===== config.mk =====
export PLATFORM = sky130hd
export DESIGN_NAME = arbitro_nota_flat
export DESIGN_NICKNAME = d
export VERILOG_FILES = /design/src/rtl/arbitro_nota_pkg.sv /design/src/rtl/arbitro_nota_if.sv /design/src/rtl/arbitro_nota_contador_duracion.sv /design/src/rtl/arbitro_nota.sv /design/src/flat_wrapper.sv
export SDC_FILE = /design/constraint.sdc
export NUM_CORES = 1
export LEC_CHECK = 0
export ABC_AREA = 1
export BUFFER_PORTS_ARGS = -buffer_cell sky130_fd_sc_hd__buf_2
export CORE_UTILIZATION = 50
export CTS_BUF_LIST = sky130_fd_sc_hd__clkbuf_2
export CTS_CLUSTER_DIAMETER = 30
export DETAILED_ROUTE_END_ITERATION = 8
export PLACE_DENSITY = 0.74
export SETUP_SLACK_MARGIN = 0.1
export SLEW_MARGIN = 0
export SYNTH_ARGS = -nofsm -noshare
export SYNTH_HDL_FRONTEND = slang
export SYNTH_SLANG_ARGS = --single-unit

===== constraint.sdc =====
create_clock -name clk -period 2.1 [get_ports clk]
set_input_delay 0.315 -clock clk [delete_from_list [all_inputs] [get_ports clk]]
set_output_delay 0.315 -clock clk [all_outputs]
set_load 0.01 [all_outputs]

===== src/rtl/arbitro_nota_pkg.sv =====
// Shared encodings for the tone-generator arbiter: FSM states, note range,
// source codes and the duration counter width.
package arbitro_nota_pkg;

  localparam int CNT_W = 8;

  localparam logic [1:0] ST_REPOSO   = 2'd0;
  localparam logic [1:0] ST_LIBRE    = 2'd1;
  localparam logic [1:0] ST_CANCION  = 2'd2;
  localparam logic [1:0] ST_SILENCIO = 2'd3;

  localparam logic [2:0] NOTA_MUTE = 3'd7;
  localparam logic [2:0] NOTA_MIN  = 3'd1;
  localparam logic [2:0] NOTA_MAX  = 3'd4;

  localparam logic [1:0] FUENTE_NINGUNA = 2'b00;
  localparam logic [1:0] FUENTE_LIBRE   = 2'b01;
  localparam logic [1:0] FUENTE_CANCION = 2'b10;

  // Everything the tone generator side sees, registered as one bundle.
  typedef struct packed {
    logic [2:0] nota_tono;
    logic       tono_en;
    logic [1:0] fuente;
    logic       ocupado;
  } salida_t;

  localparam salida_t SALIDA_RESET = '{nota_tono: NOTA_MUTE, tono_en: 1'b0,
                                       fuente: FUENTE_NINGUNA, ocupado: 1'b0};

  function automatic logic nota_valida(input logic [2:0] n);
    return (n >= NOTA_MIN) && (n <= NOTA_MAX);
  endfunction

endpackage


===== src/rtl/arbitro_nota_if.sv =====
// Bundle between the two note sources / tone generator (master) and the
// arbiter (slave).
interface arbitro_nota_if;
  logic       modo;
  logic [2:0] nota_libre;
  logic       contar_libre;
  logic       cancion_valid;
  logic [2:0] cancion_nota;
  logic       cancion_ready;
  logic [2:0] nota_tono;
  logic       tono_en;
  logic [1:0] fuente;
  logic       ocupado;

  modport master (
    output modo, nota_libre, contar_libre, cancion_valid, cancion_nota,
    input  cancion_ready, nota_tono, tono_en, fuente, ocupado
  );

  modport slave (
    input  modo, nota_libre, contar_libre, cancion_valid, cancion_nota,
    output cancion_ready, nota_tono, tono_en, fuente, ocupado
  );
endinterface


===== src/rtl/arbitro_nota_contador_duracion.sv =====
// Saturating duration counter shared by the hold and silence phases.
// sat_o is high once the count reaches limite_i; done_o is sat qualified by en_i.
module contador_duracion
  import arbitro_nota_pkg::*;
(
  input  logic             clk,
  input  logic             reset_n,
  input  logic             clr_i,
  input  logic             en_i,
  input  logic [CNT_W-1:0] limite_i,
  output logic             sat_o,
  output logic             done_o
);

  logic [CNT_W-1:0] cnt_q, cnt_d;

  assign sat_o  = (cnt_q >= limite_i);
  assign done_o = en_i & sat_o;

  always_comb begin
    cnt_d = cnt_q;
    if (clr_i)
      cnt_d = '0;
    else if (en_i && !sat_o)
      cnt_d = cnt_q + 1'b1;
  end

  always_ff @(posedge clk or negedge reset_n) begin
    if (!reset_n) cnt_q <= '0;
    else          cnt_q <= cnt_d;
  end

endmodule


===== src/rtl/arbitro_nota.sv =====
// Owns the single tone generator and shares it between free play and song
// playback, enforcing a minimum note length followed by a fixed silence.
module arbitro_nota
  import arbitro_nota_pkg::*;
#(
  parameter int MIN_CICLOS      = 16,
  parameter int SILENCIO_CICLOS = 4
) (
  input  logic           clk,
  input  logic           reset_n,
  arbitro_nota_if.slave  bus
);

  localparam logic [CNT_W-1:0] LIM_NOTA = CNT_W'(MIN_CICLOS - 1);
  localparam logic [CNT_W-1:0] LIM_SIL  = CNT_W'(SILENCIO_CICLOS - 1);

  logic [1:0]       state_q, state_d;
  logic [2:0]       nota_q, nota_d;
  logic             latch;
  logic             cnt_clr, cnt_en, cnt_sat, cnt_done;
  logic [CNT_W-1:0] cnt_lim;
  salida_t          sal_q, sal_d;
  logic             sonando;

  assign cnt_en  = (state_q != ST_REPOSO);
  assign cnt_lim = (state_q == ST_SILENCIO) ? LIM_SIL : LIM_NOTA;
  assign cnt_clr = (state_d != state_q) | latch;

  contador_duracion u_cnt (
    .clk      (clk),
    .reset_n  (reset_n),
    .clr_i    (cnt_clr),
    .en_i     (cnt_en),
    .limite_i (cnt_lim),
    .sat_o    (cnt_sat),
    .done_o   (cnt_done)
  );

  always_comb begin
    state_d = state_q;
    nota_d  = nota_q;
    latch   = 1'b0;
    case (state_q)
      ST_REPOSO: begin
        if (!bus.modo && bus.contar_libre && nota_valida(bus.nota_libre)) begin
          state_d = ST_LIBRE;
          nota_d  = bus.nota_libre;
        end else if (bus.modo && bus.cancion_valid) begin
          // Rests are stored as mute so the output path needs no special case.
          state_d = ST_CANCION;
          nota_d  = nota_valida(bus.cancion_nota) ? bus.cancion_nota : NOTA_MUTE;
        end
      end
      ST_LIBRE: begin
        if (bus.modo)
          state_d = ST_SILENCIO;
        else if (cnt_sat) begin
          if (!bus.contar_libre || !nota_valida(bus.nota_libre))
            state_d = ST_SILENCIO;
          else if (bus.nota_libre != nota_q) begin
            nota_d = bus.nota_libre;
            latch  = 1'b1;
          end
        end
      end
      ST_CANCION: begin
        if (!bus.modo || cnt_done)
          state_d = ST_SILENCIO;
      end
      ST_SILENCIO: begin
        if (cnt_done)
          state_d = ST_REPOSO;
      end
      default: state_d = ST_REPOSO;
    endcase
  end

  // Outputs are registered from next-state so a request shows up right after its edge.
  always_comb begin
    sonando       = ((state_d == ST_LIBRE) || (state_d == ST_CANCION)) && nota_valida(nota_d);
    sal_d         = SALIDA_RESET;
    sal_d.nota_tono = sonando ? nota_d : NOTA_MUTE;
    sal_d.tono_en   = sonando;
    sal_d.ocupado   = (state_d != ST_REPOSO);
    case (state_d)
      ST_LIBRE:    sal_d.fuente = FUENTE_LIBRE;
      ST_CANCION:  sal_d.fuente = FUENTE_CANCION;
      ST_SILENCIO: sal_d.fuente = sal_q.fuente;
      default:     sal_d.fuente = FUENTE_NINGUNA;
    endcase
  end

  always_ff @(posedge clk or negedge reset_n) begin
    if (!reset_n) begin
      state_q <= ST_REPOSO;
      nota_q  <= NOTA_MUTE;
      sal_q   <= SALIDA_RESET;
    end else begin
      state_q <= state_d;
      nota_q  <= nota_d;
      sal_q   <= sal_d;
    end
  end

  assign bus.cancion_ready = reset_n & (state_q == ST_REPOSO) & bus.modo;
  assign bus.nota_tono     = sal_q.nota_tono;
  assign bus.tono_en       = sal_q.tono_en;
  assign bus.fuente        = sal_q.fuente;
  assign bus.ocupado       = sal_q.ocupado;

endmodule

===== src/flat_wrapper.sv =====
// flat-port wrapper written by rule: the top's interface ports become plain ports
module arbitro_nota_flat import arbitro_nota_pkg::*;
#(
  parameter int MIN_CICLOS      = 16,
  parameter int SILENCIO_CICLOS = 4
)
  (clk, reset_n, bus_modo, bus_nota_libre, bus_contar_libre, bus_cancion_valid, bus_cancion_nota, bus_cancion_ready, bus_nota_tono, bus_tono_en, bus_fuente, bus_ocupado);
  arbitro_nota_if bus_i ();
  input  logic clk;
  input  logic reset_n;
  input wire logic [$bits(bus_i.modo)-1:0] bus_modo;
  input wire logic [$bits(bus_i.nota_libre)-1:0] bus_nota_libre;
  input wire logic [$bits(bus_i.contar_libre)-1:0] bus_contar_libre;
  input wire logic [$bits(bus_i.cancion_valid)-1:0] bus_cancion_valid;
  input wire logic [$bits(bus_i.cancion_nota)-1:0] bus_cancion_nota;
  output wire logic [$bits(bus_i.cancion_ready)-1:0] bus_cancion_ready;
  output wire logic [$bits(bus_i.nota_tono)-1:0] bus_nota_tono;
  output wire logic [$bits(bus_i.tono_en)-1:0] bus_tono_en;
  output wire logic [$bits(bus_i.fuente)-1:0] bus_fuente;
  output wire logic [$bits(bus_i.ocupado)-1:0] bus_ocupado;
  assign bus_i.modo = bus_modo;
  assign bus_i.nota_libre = bus_nota_libre;
  assign bus_i.contar_libre = bus_contar_libre;
  assign bus_i.cancion_valid = bus_cancion_valid;
  assign bus_i.cancion_nota = bus_cancion_nota;
  assign bus_cancion_ready = bus_i.cancion_ready;
  assign bus_nota_tono = bus_i.nota_tono;
  assign bus_tono_en = bus_i.tono_en;
  assign bus_fuente = bus_i.fuente;
  assign bus_ocupado = bus_i.ocupado;
  arbitro_nota #(.MIN_CICLOS(MIN_CICLOS), .SILENCIO_CICLOS(SILENCIO_CICLOS)) u_core (.clk(clk), .reset_n(reset_n), .bus(bus_i));
endmodule

==> results of run 1 <==
-- report_power, final --
group,internal (mW),switching [mW]
registers,0.518,0.0906
logic,0.825,0.921
clock network,0.164,0.116
-- worst min path at each step --
stage / to / slack, ps / cells after the start
2_1_floorplan: u_core.bus.fuente[0] / 20 / 0
3_3_place_gp: u_core.bus.fuente[1] / 320 / 2
4_1_cts: u_core.bus.fuente[1] / 490 / 3
6_report: u_core.bus.fuente[1] / 500 / 3
3_5_place_dp: u_core.bus.tono_en / 320 / 2
5_1_grt: u_core.bus.fuente[1] / 500 / 3
-- routing by layer --
layer / routed length [µm] / vias to the layer above / GRT usage
met2: 1430 / 37 / 0.381
li1: - / 607 / -
met4: 53 / 0 / 0.101
met3: 119 / 7 / 0.0339
met1: 1370 / 576 / 0.284
met5: 0 / - / 0
-- registers in the layout (all words and copies together) (netlist names) --
register              flops
u_core.state_q            2
u_core.nota_q             3
u_core.bus.tono_en        1
u_core.bus.fuente         2
u_core.u_cnt.cnt_q        8
u_core.bus.ocupado        1
u_core.bus.nota_tono      3
-- placed cells by master (no fill, tap or decap), types with 4 or more instances in the layout --
master,n
nand4_1,5
nor2_1,14
dfrtp_1,14
inv_1,24
nand2_4,7
buf_2,18
nor2_2,4
nand2_1,25
nand2_2,6
inv_2,5
nand3_1,7
buf_4,12
nor2_4,5
nor3_2,7
dfstp_2,6
xnor2_1,4
-- worst min-delay path: stages --
cell	delay, ps
dlygate4sd3_1	540
buf_2	120
buf_4	250
-- metrics by stage --
stage | total power, mW | cell area, µm² | hold slack (ps) | setup TNS (ps) | setup slack, ps
global route | 2.84 | 1850 | 502 | -795 | -163
floorplan | 1.58 | 1430 | 19.4 | 0 | 6.13
finish | 2.64 | 1850 | 496 | -133 | -44.1
global placement | 1.79 | 1570 | 321 | 0 | 62.3
CTS | 2.25 | 1690 | 489 | -50.0 | -28.1
detailed placement | 1.85 | 1570 | 323 | -24.2 | -10.2
-- kinds of logic (layout without fill, tap and decap cells) --
logic type      after synthesis  count (layout)  synth area share
buf+inv                      33              70            0.0941
flops                        20              20             0.382
xor+xnor                      6               6            0.0395
compound gates               12              12            0.0602
mux                           3               3            0.0254
simple gates                 88              88             0.333
fa+ha+maj                     7               7            0.0658
-- cell type report --
class | count | share of cell area
clock buffers | 3 | 0.00811
clock inverters | 1 | 0.0162
inverters | 32 | 0.0703
multi-input cells | 116 | 0.490
flip-flops and latches | 20 | 0.274
well taps | 30 | 0.0203
repair buffers | 34 | 0.121
-- timing repair --
item / CTS / global route
hold buffers: 1 / 0
setup buffers: 6 / 5
endpoints found under the hold margin: 14 / 0
endpoints found under the setup margin: 13 / 18
pin swaps: 6 / 18
gates resized for setup: 4 / 31
==> summary.txt, run 1 <==
Detailed routing
  • Iter 0 DRT Violations: 12
  • Routed vias: 1227
  • DR pass1 iterations: 4
  • Post-route ant nets: 0
  • Total Routed Length: 2980 µm
  • DRC errors left: 0
  • Routed len/inst: 12.6 µm
  • Via-to-Cell Ratio: 5.20

Logic synthesis
  • #FFs+latches synth: 20
  • Synthesized instance count: 169
  • Synth cell types: 30
  • FFs w/ async S/R, synth: 1.00
  • Post-synth EDFFs: 0
  • List of most frequent post-synthesis cells: nand2_1 (33), inv_1 (29), nor2_1 (17)
  • Ranking of synthesized cells by area: dfrtp_1 (26%), dfstp_2 (12%), nand2_1 (9.3%)
  • Post-synthesis average cell area: 7.87 µm²
  • Synthesized Nets: 187
  • Most frequent cell after synthesis: nand2_1
  • Main synth FF type: dfrtp_1
  • Largest area contributor in the netlist: dfrtp_1
  • Synth top area share: 0.263
  • Sequential area share after synthesis: 0.382
  • Synth warn: 0
  • Synth Cell Area: 0.00133 mm²

GRT
  • Vias in the first global route: 1076
  • First-pass GRT wire length: 4580 µm
  • Gr ovfl total: 0
  • All-Layer GR Usage: 0.226
  • Initial antenna violation count: 0
  • Largest net degree at the start of global routing: 21

Floorplanning
  • IO Count: 19
  • Core footprint: 0.00250 mm²
  • Die area: 0.00287 mm²
  • Die Ht: 53.6 µm
  • Initial Util: 0.532
  • # rows: 18
  • Die Width: 53.6 µm

Timing
  • RSZ-0062 raised after global routing: true
  • Post-layout min period: 2140 ps
  • Slew headroom: 0.774
  • Slew of the pin with the lowest slew margin: 337 ps
  • Final period utilization: 1.02
  • Final WS setup: -44.1 ps
  • Fmax: 466 MHz
  • Final setup violation count: 5
  • Worst clock skew: 24.7 ps
  • Final Max Slew Viols: 0
  • Final hold violations: 0

Final layout
  • Final net count: 225
  • Fin cells: 236
  • Layout cell share with drive strength beyond 1: 0.485
  • Register Area: 508 µm²
  • Fillers: 189
  • Area occupied by multi-input gates: 907 µm²
  • Syn-to-layout area delta: 39.2%
  • Final Util: 0.741
  • Antenna cells: 0

Worst setup path
  • R2R setup slack: -40 ps
  • Worst Path Arrival: 2390 ps
  • Reg2Reg Depth: 16
  • Cell family contributing the most delay on the critical path: simple AND/OR/NAND/NOR gates
  • Endpoint class of the critical path: flip-flop
  • Worst path slowest cell: dfrtp_1
  • FF-to-FF Start: u_core.state_q[1]
  • Max stage delay on crit path: 470 ps
  • CP required: 2350 ps
  • Bufs and invs on worst path: 2
  • CP Launch Point: u_core.state_q[1]
  • Critical R2R Capture: u_core.bus.tono_en
  • CP endpoint: u_core.bus.tono_en
  • Crit path launch type: flip-flop
  • Worst path depth: 16
  • Worst Path Max Fanout: 5
  • Critical-path cell list: nand2_4 -> inv_6 -> ha_4 -> nand2_4 -> nor2_4 -> nor2_4 -> nand2_4 -> buf_6 -> nand3_2 -> nand2_1 -> nor2_1 -> nor2_2 -> nand2_2 -> nand2_4 -> nand2_2 -> nor2_2
  • Crit Path Class: flip-flop to flip-flop
  • Most common cell on crit path: nand2_4

Status
  • Status: finished with violations
  • Violated checks: setup timing

Pwr
  • Pwr dens: 1420 mW/mm²
  • Pleak: 0.938 nW
  • Max VDD drop: 0.00134 V

Clocking
  • CTS buffer count: 3
  • Clock tree sinks: 20
  • # H-tree levels: 1
  • CTS tree: yes
  • Clock buffer depth: 2
  • Skew-Pair Late Insertion Delay: 320 ps
  • Clk slew on worst S/H paths: 200 ps
  • Root Buffer: clkbuf_2

Placed design
  • Count of buffers from port buffering: 18
  • Hpwl dp: 2150 µm
  • Placed cells: 220
  • Final GP Congestion: 0.863

Flow run
  • Max-cap violations: 0

Hold path
  • Hold Path Class: input port to async pin
No activity file was read; power rests on OpenSTA's default activity.
==> run 2: changes to the inputs <==
- GPL_TIMING_DRIVEN: not set -> 0
- REMOVE_ABC_BUFFERS: not set -> 1
==> summary.txt, run 2 (same netlist as run 1, synthesis figures left out) <==
Placed design
  • Worst slack at placement: -424 ps
  • Final GP Congestion: 0.843
  • Hpwl dp: 2140 µm
  • Count of buffers from port buffering: 18
  • DP Area: 0.00145 mm²

Floorplanning
  • IO Count: 19
  • Die area: 0.00287 mm²
  • Die Ht: 53.6 µm
  • Core footprint: 0.00250 mm²
  • Initial Util: 0.532
  • # rows: 18
  • Die Width: 53.6 µm

GRT
  • Met2 Track Usage GR: 0.433
  • Met1 GRT Util: 0.314
  • Largest net degree at the start of global routing: 22
  • GRT met3 Usage: 0.0282
  • Vias in the first global route: 1206
  • GRT Max-Usage Layer: met2
  • Gr ovfl total: 0
  • All-Layer GR Usage: 0.256
  • First-pass GRT wire length: 5210 µm
  • Initial antenna violation count: 0

Timing
  • RSZ-0062 raised after global routing: true
  • Slew of the pin with the lowest slew margin: 337 ps
  • Final WS setup: -72.4 ps
  • Worst clock skew: 14.5 ps
  • Slew headroom: 0.774
  • Final period utilization: 1.03
  • Final hold violations: 0
  • Final Max Slew Viols: 0
  • Fmax: 460 MHz
  • Post-layout min period: 2170 ps
  • Setup TNS: -455 ps
  • Final setup violation count: 11

Worst setup path
  • Worst Path Arrival: 2400 ps
  • Crit Path Class: flip-flop to flip-flop
  • Worst Path Max Fanout: 8
  • Crit path launch type: flip-flop
  • Reg2Reg Depth: 14
  • CP required: 2330 ps
  • Endpoint class of the critical path: flip-flop

Pwr
  • Pleak: 0.929 nW
  • Max VDD drop: 0.00140 V
  • Total Power: 2.85 mW
  • Pwr dens: 1480 mW/mm²

Detailed routing
  • Routed vias: 1288
  • Post-route ant nets: 0
  • Total Routed Length: 3770 µm
  • Routed len/inst: 15.9 µm
  • DRC errors left: 0
  • Iter 0 DRT Violations: 23
  • Via-to-Cell Ratio: 5.43
  • DR pass1 iterations: 5

Clocking
  • # H-tree levels: 1
  • CTS buffer count: 3
  • Clock buffer depth: 2
  • Root Buffer: clkbuf_2
  • Clk slew on worst S/H paths: 200 ps
  • Skew-Pair Late Insertion Delay: 340 ps
  • CTS tree: yes
  • Clock tree sinks: 20

Final layout
  • Most frequent cells in the layout: inv_1 (24), nand2_1 (24), buf_2 (17)
  • Fin area: 0.00192 mm²
  • Register Area: 509 µm²
  • Area occupied by multi-input gates: 962 µm²
  • Fillers: 177
  • Max reg flops: 8
  • Antenna cells: 0
  • Layout cell share with drive strength beyond 1: 0.512
  • Syn-to-layout area delta: 44.7%
  • Top reg by flops: u_core.u_cnt.cnt_q
  • Final net count: 226

Status
  • Status: finished with violations
  • Violated checks: setup timing

Flow run
  • Max-cap violations: 0

Hold path
  • Hold Path Class: input port to async pin
## run 2: critical path: stages, from the launching register on
cell and delay, ps:
dfrtp_2 470, nand2_2 90, inv_4 50, ha_4 290
nand2_4 50, nor2_4 90, nor2_4 40, nand2_4 130
buf_6 140, nand2_8 70, buf_6 130, a31oi_4 130
nand2_2 100, o21ai_4 160, nor3_2 100
## run 2: per-stage QoR
step	utilization	instances	hold WS (ps)
2_1_floorplan	-	168	19.4
3_3_place_gp	0.581	216	280
3_5_place_dp	0.581	216	288
4_1_cts	0.696	233	428
5_1_grt	0.770	237	397
6_report	0.770	237	373
## run 2: per-layer routing
metal | routed length, µm | vias to the layer above
met3 | 141 | 13
met4 | 125 | 0
met5 | 0 | -
met1 | 1580 | 628
met2 | 1920 | 40
li1 | - | 607
## run 2: worst paths after layout
check	slack, ps	end	start
min reg2reg	540	u_core.bus.fuente[0]	u_core.bus.fuente[0]
min in group clk	490	u_core.nota_q[2]	bus_nota_libre[2]
max reg2reg	-70	u_core.u_cnt.cnt_q[0]	u_core.state_q[1]
max in group asynchronous	1430	u_core.nota_q[2]	reset_n
min	370	u_core.u_cnt.cnt_q[2]	reset_n
max	-70	u_core.u_cnt.cnt_q[0]	u_core.state_q[1]
## run 2: repair_timing
action                                 CTS  global route
resized for setup                       31            36
cloned                                   0             0
hold buffers                             1             0
endpoints found under the hold margin   14             0
pin swaps                               12            13
setup buffers                           12             4
setup endpoints to repair               15            17
## run 2: power by group
part	leakage, nW	total, mW	internal (mW)	switching (mW)
logic	0.663	1.94	0.876	1.07
registers	0.239	0.620	0.520	0.100
clock network	0.0266	0.289	0.164	0.124
total	0.929	2.85	1.56	1.29
## run 2: cell type report
class / instances / area share
repair buffers: 35 / 0.127
multi-input cells: 116 / 0.500
inverters: 32 / 0.0650
flip-flops and latches: 20 / 0.265
clock buffers: 3 / 0.00780
well taps: 30 / 0.0195
clock inverters: 1 / 0.0156
==> run 3: changes to the inputs <==
- CELL_PAD_IN_SITES_DETAIL_PLACEMENT: not set -> 2
- CELL_PAD_IN_SITES_GLOBAL_PLACEMENT: not set -> 2
- CORE_UTILIZATION: 50 -> 31
- PLACE_DENSITY: 0.74 -> 0.78
==> summary.txt, run 3 (same netlist as run 1, synthesis figures left out) <==
Detailed routing
  • Via-to-Cell Ratio: 5.20
  • Total Routed Length: 5640 µm
  • Routed len/inst: 21.6 µm
  • Post-route ant nets: 0
  • Iter 0 DRT Violations: 29
  • Routed vias: 1358
  • DR pass1 iterations: 4
  • DRC errors left: 0

GRT
  • Largest net degree at the start of global routing: 22
  • Met1 GRT Util: 0.266
  • Initial antenna violation count: 0
  • Vias in the first global route: 1431
  • GRT Max-Usage Layer: met2
  • GRT met3 Usage: 0.0186
  • Met2 Track Usage GR: 0.425
  • All-Layer GR Usage: 0.224
  • First-pass GRT wire length: 7390 µm
  • Gr ovfl total: 0

Final layout
  • Most frequent cells in the layout: nand2_1 (26), inv_1 (24), buf_2 (17), buf_4 (17), dfrtp_1 (13)
  • Antenna cells: 0
  • Final net count: 230
  • Most common cell after layout, fill and taps aside: nand2_1
  • Syn-to-layout area delta: 48.1%
  • Fin area: 0.00197 mm²
  • Max reg flops: 8
  • Final Util: 0.485
  • Fin cells: 261
  • Top reg by flops: u_core.u_cnt.cnt_q
  • Layout cell share with drive strength beyond 1: 0.517

Status
  • Status: finished with violations
  • Violated checks: setup timing

Timing
  • Final Max Slew Viols: 0
  • Slew of the pin with the lowest slew margin: 384 ps
  • Final period utilization: 1.08
  • Final WS setup: -158 ps
  • Final hold violations: 0
  • Final setup violation count: 14
  • Worst clock skew: 38.2 ps
  • Post-layout min period: 2260 ps
  • RSZ-0062 raised after global routing: true
  • Fmax: 443 MHz
  • Slew headroom: 0.743

Clocking
  • Root Buffer: clkbuf_2
  • Clk slew on worst S/H paths: 230 ps
  • Clock tree sinks: 20
  • CTS buffer count: 3
  • # H-tree levels: 1
  • Clock buffer depth: 2
  • Skew-Pair Late Insertion Delay: 350 ps
  • CTS tree: yes

Worst setup path
  • Crit Path Class: flip-flop to flip-flop
  • CP required: 2320 ps
  • Worst Path Max Fanout: 5
  • Max stage delay on crit path: 480 ps
  • Crit path launch type: flip-flop
  • Worst path slowest cell: dfrtp_2
  • Critical-path cell list: nand2_2 -> inv_4 -> ha_4 -> nand2_2 -> nor2_2 -> nor2_2 -> nand2_4 -> o21ai_1 -> nand2_1 -> nand3_4 -> inv_4 -> ha_4 -> mux2_2
  • Endpoint class of the critical path: flip-flop
  • Worst Path Arrival: 2480 ps

Flow run
  • Max-cap violations: 0

Floorplanning
  • Die Width: 67.5 µm
  • IO Count: 19
  • Initial Util: 0.328
  • Die area: 0.00456 mm²
  • # rows: 23
  • Core footprint: 0.00406 mm²
  • Die Ht: 67.5 µm

Pwr
  • Max VDD drop: 0.000861 V
  • Total Power: 2.99 mW
  • Pleak: 0.945 nW
  • Pwr dens: 1520 mW/mm²

Hold path
  • Hold Path Class: input port to async pin

Placed design
  • Count of buffers from port buffering: 18
  • Hpwl dp: 2930 µm
  • Final GP Congestion: 0.747
  • Worst slack at placement: -505 ps
  • Placed cells: 236
  • DP Area: 0.00148 mm²
==> run 3: area by class of cell <==
cell class | instances | area [µm²]
repair buffers | 39 | 273
fillers | 443 | 2090
flip-flops and latches | 20 | 509
inverters | 32 | 125
well taps | 50 | 62.6
clock buffers | 3 | 15.0
clock inverters | 1 | 30.0
multi-input cells | 116 | 955
==> run 3: metal layers <==
layer,up-vias,routed length [µm]
met2,37,3000
met3,13,157
met4,0,150
met1,691,2330
met5,-,0
li1,617,-
==> run 3: repair_timing <==
action / in CTS / in global routing
hold buffers: 1 / 0
setup buffers: 10 / 10
pin swaps: 18 / 14
setup endpoints to repair: 20 / 18
resized for setup: 37 / 24
hold endpoints to repair: 14 / 0
==> run 3: final timing paths <==
path | startpoint | end | slack, ps | depth (start not counted)
setup / recovery | u_core.state_q[1] | u_core.bus.fuente[1] | -160 | 13
min in group clk | u_core.bus.fuente[1] | u_core.bus.fuente[1] | 570 | 1
setup reg to reg | u_core.state_q[1] | u_core.bus.fuente[1] | -160 | 13
max in group asynchronous | reset_n | u_core.bus.nota_tono[1] | 1380 | 2
hold / removal | reset_n | u_core.u_cnt.cnt_q[2] | 390 | 2
hold reg to reg | u_core.bus.fuente[1] | u_core.bus.fuente[1] | 570 | 1
==> run 3: report_power, final <==
group	total [mW]	switching, mW	leakage, nW	internal, mW
Combinational	2.06	1.16	0.679	0.907
Clock	0.293	0.129	0.0266	0.164
Sequential	0.633	0.113	0.239	0.520
==> run 3: metrics by stage <==
step	hold slack, ps	setup TNS (ps)
2_1_floorplan	19.4	-218
3_3_place_gp	293	-2950
3_5_place_dp	297	-4800
4_1_cts	443	-535
5_1_grt	387	-2930
6_report	385	-1370
==> run 3: worst max-delay path, delay by kind of cell, from the launching register on <==
kind	cells	cell delay [ps]
compound gates	1	110
fa+ha+maj	2	400
buf+inv	2	150
flops	1	480
mux	1	340
simple gates	7	640
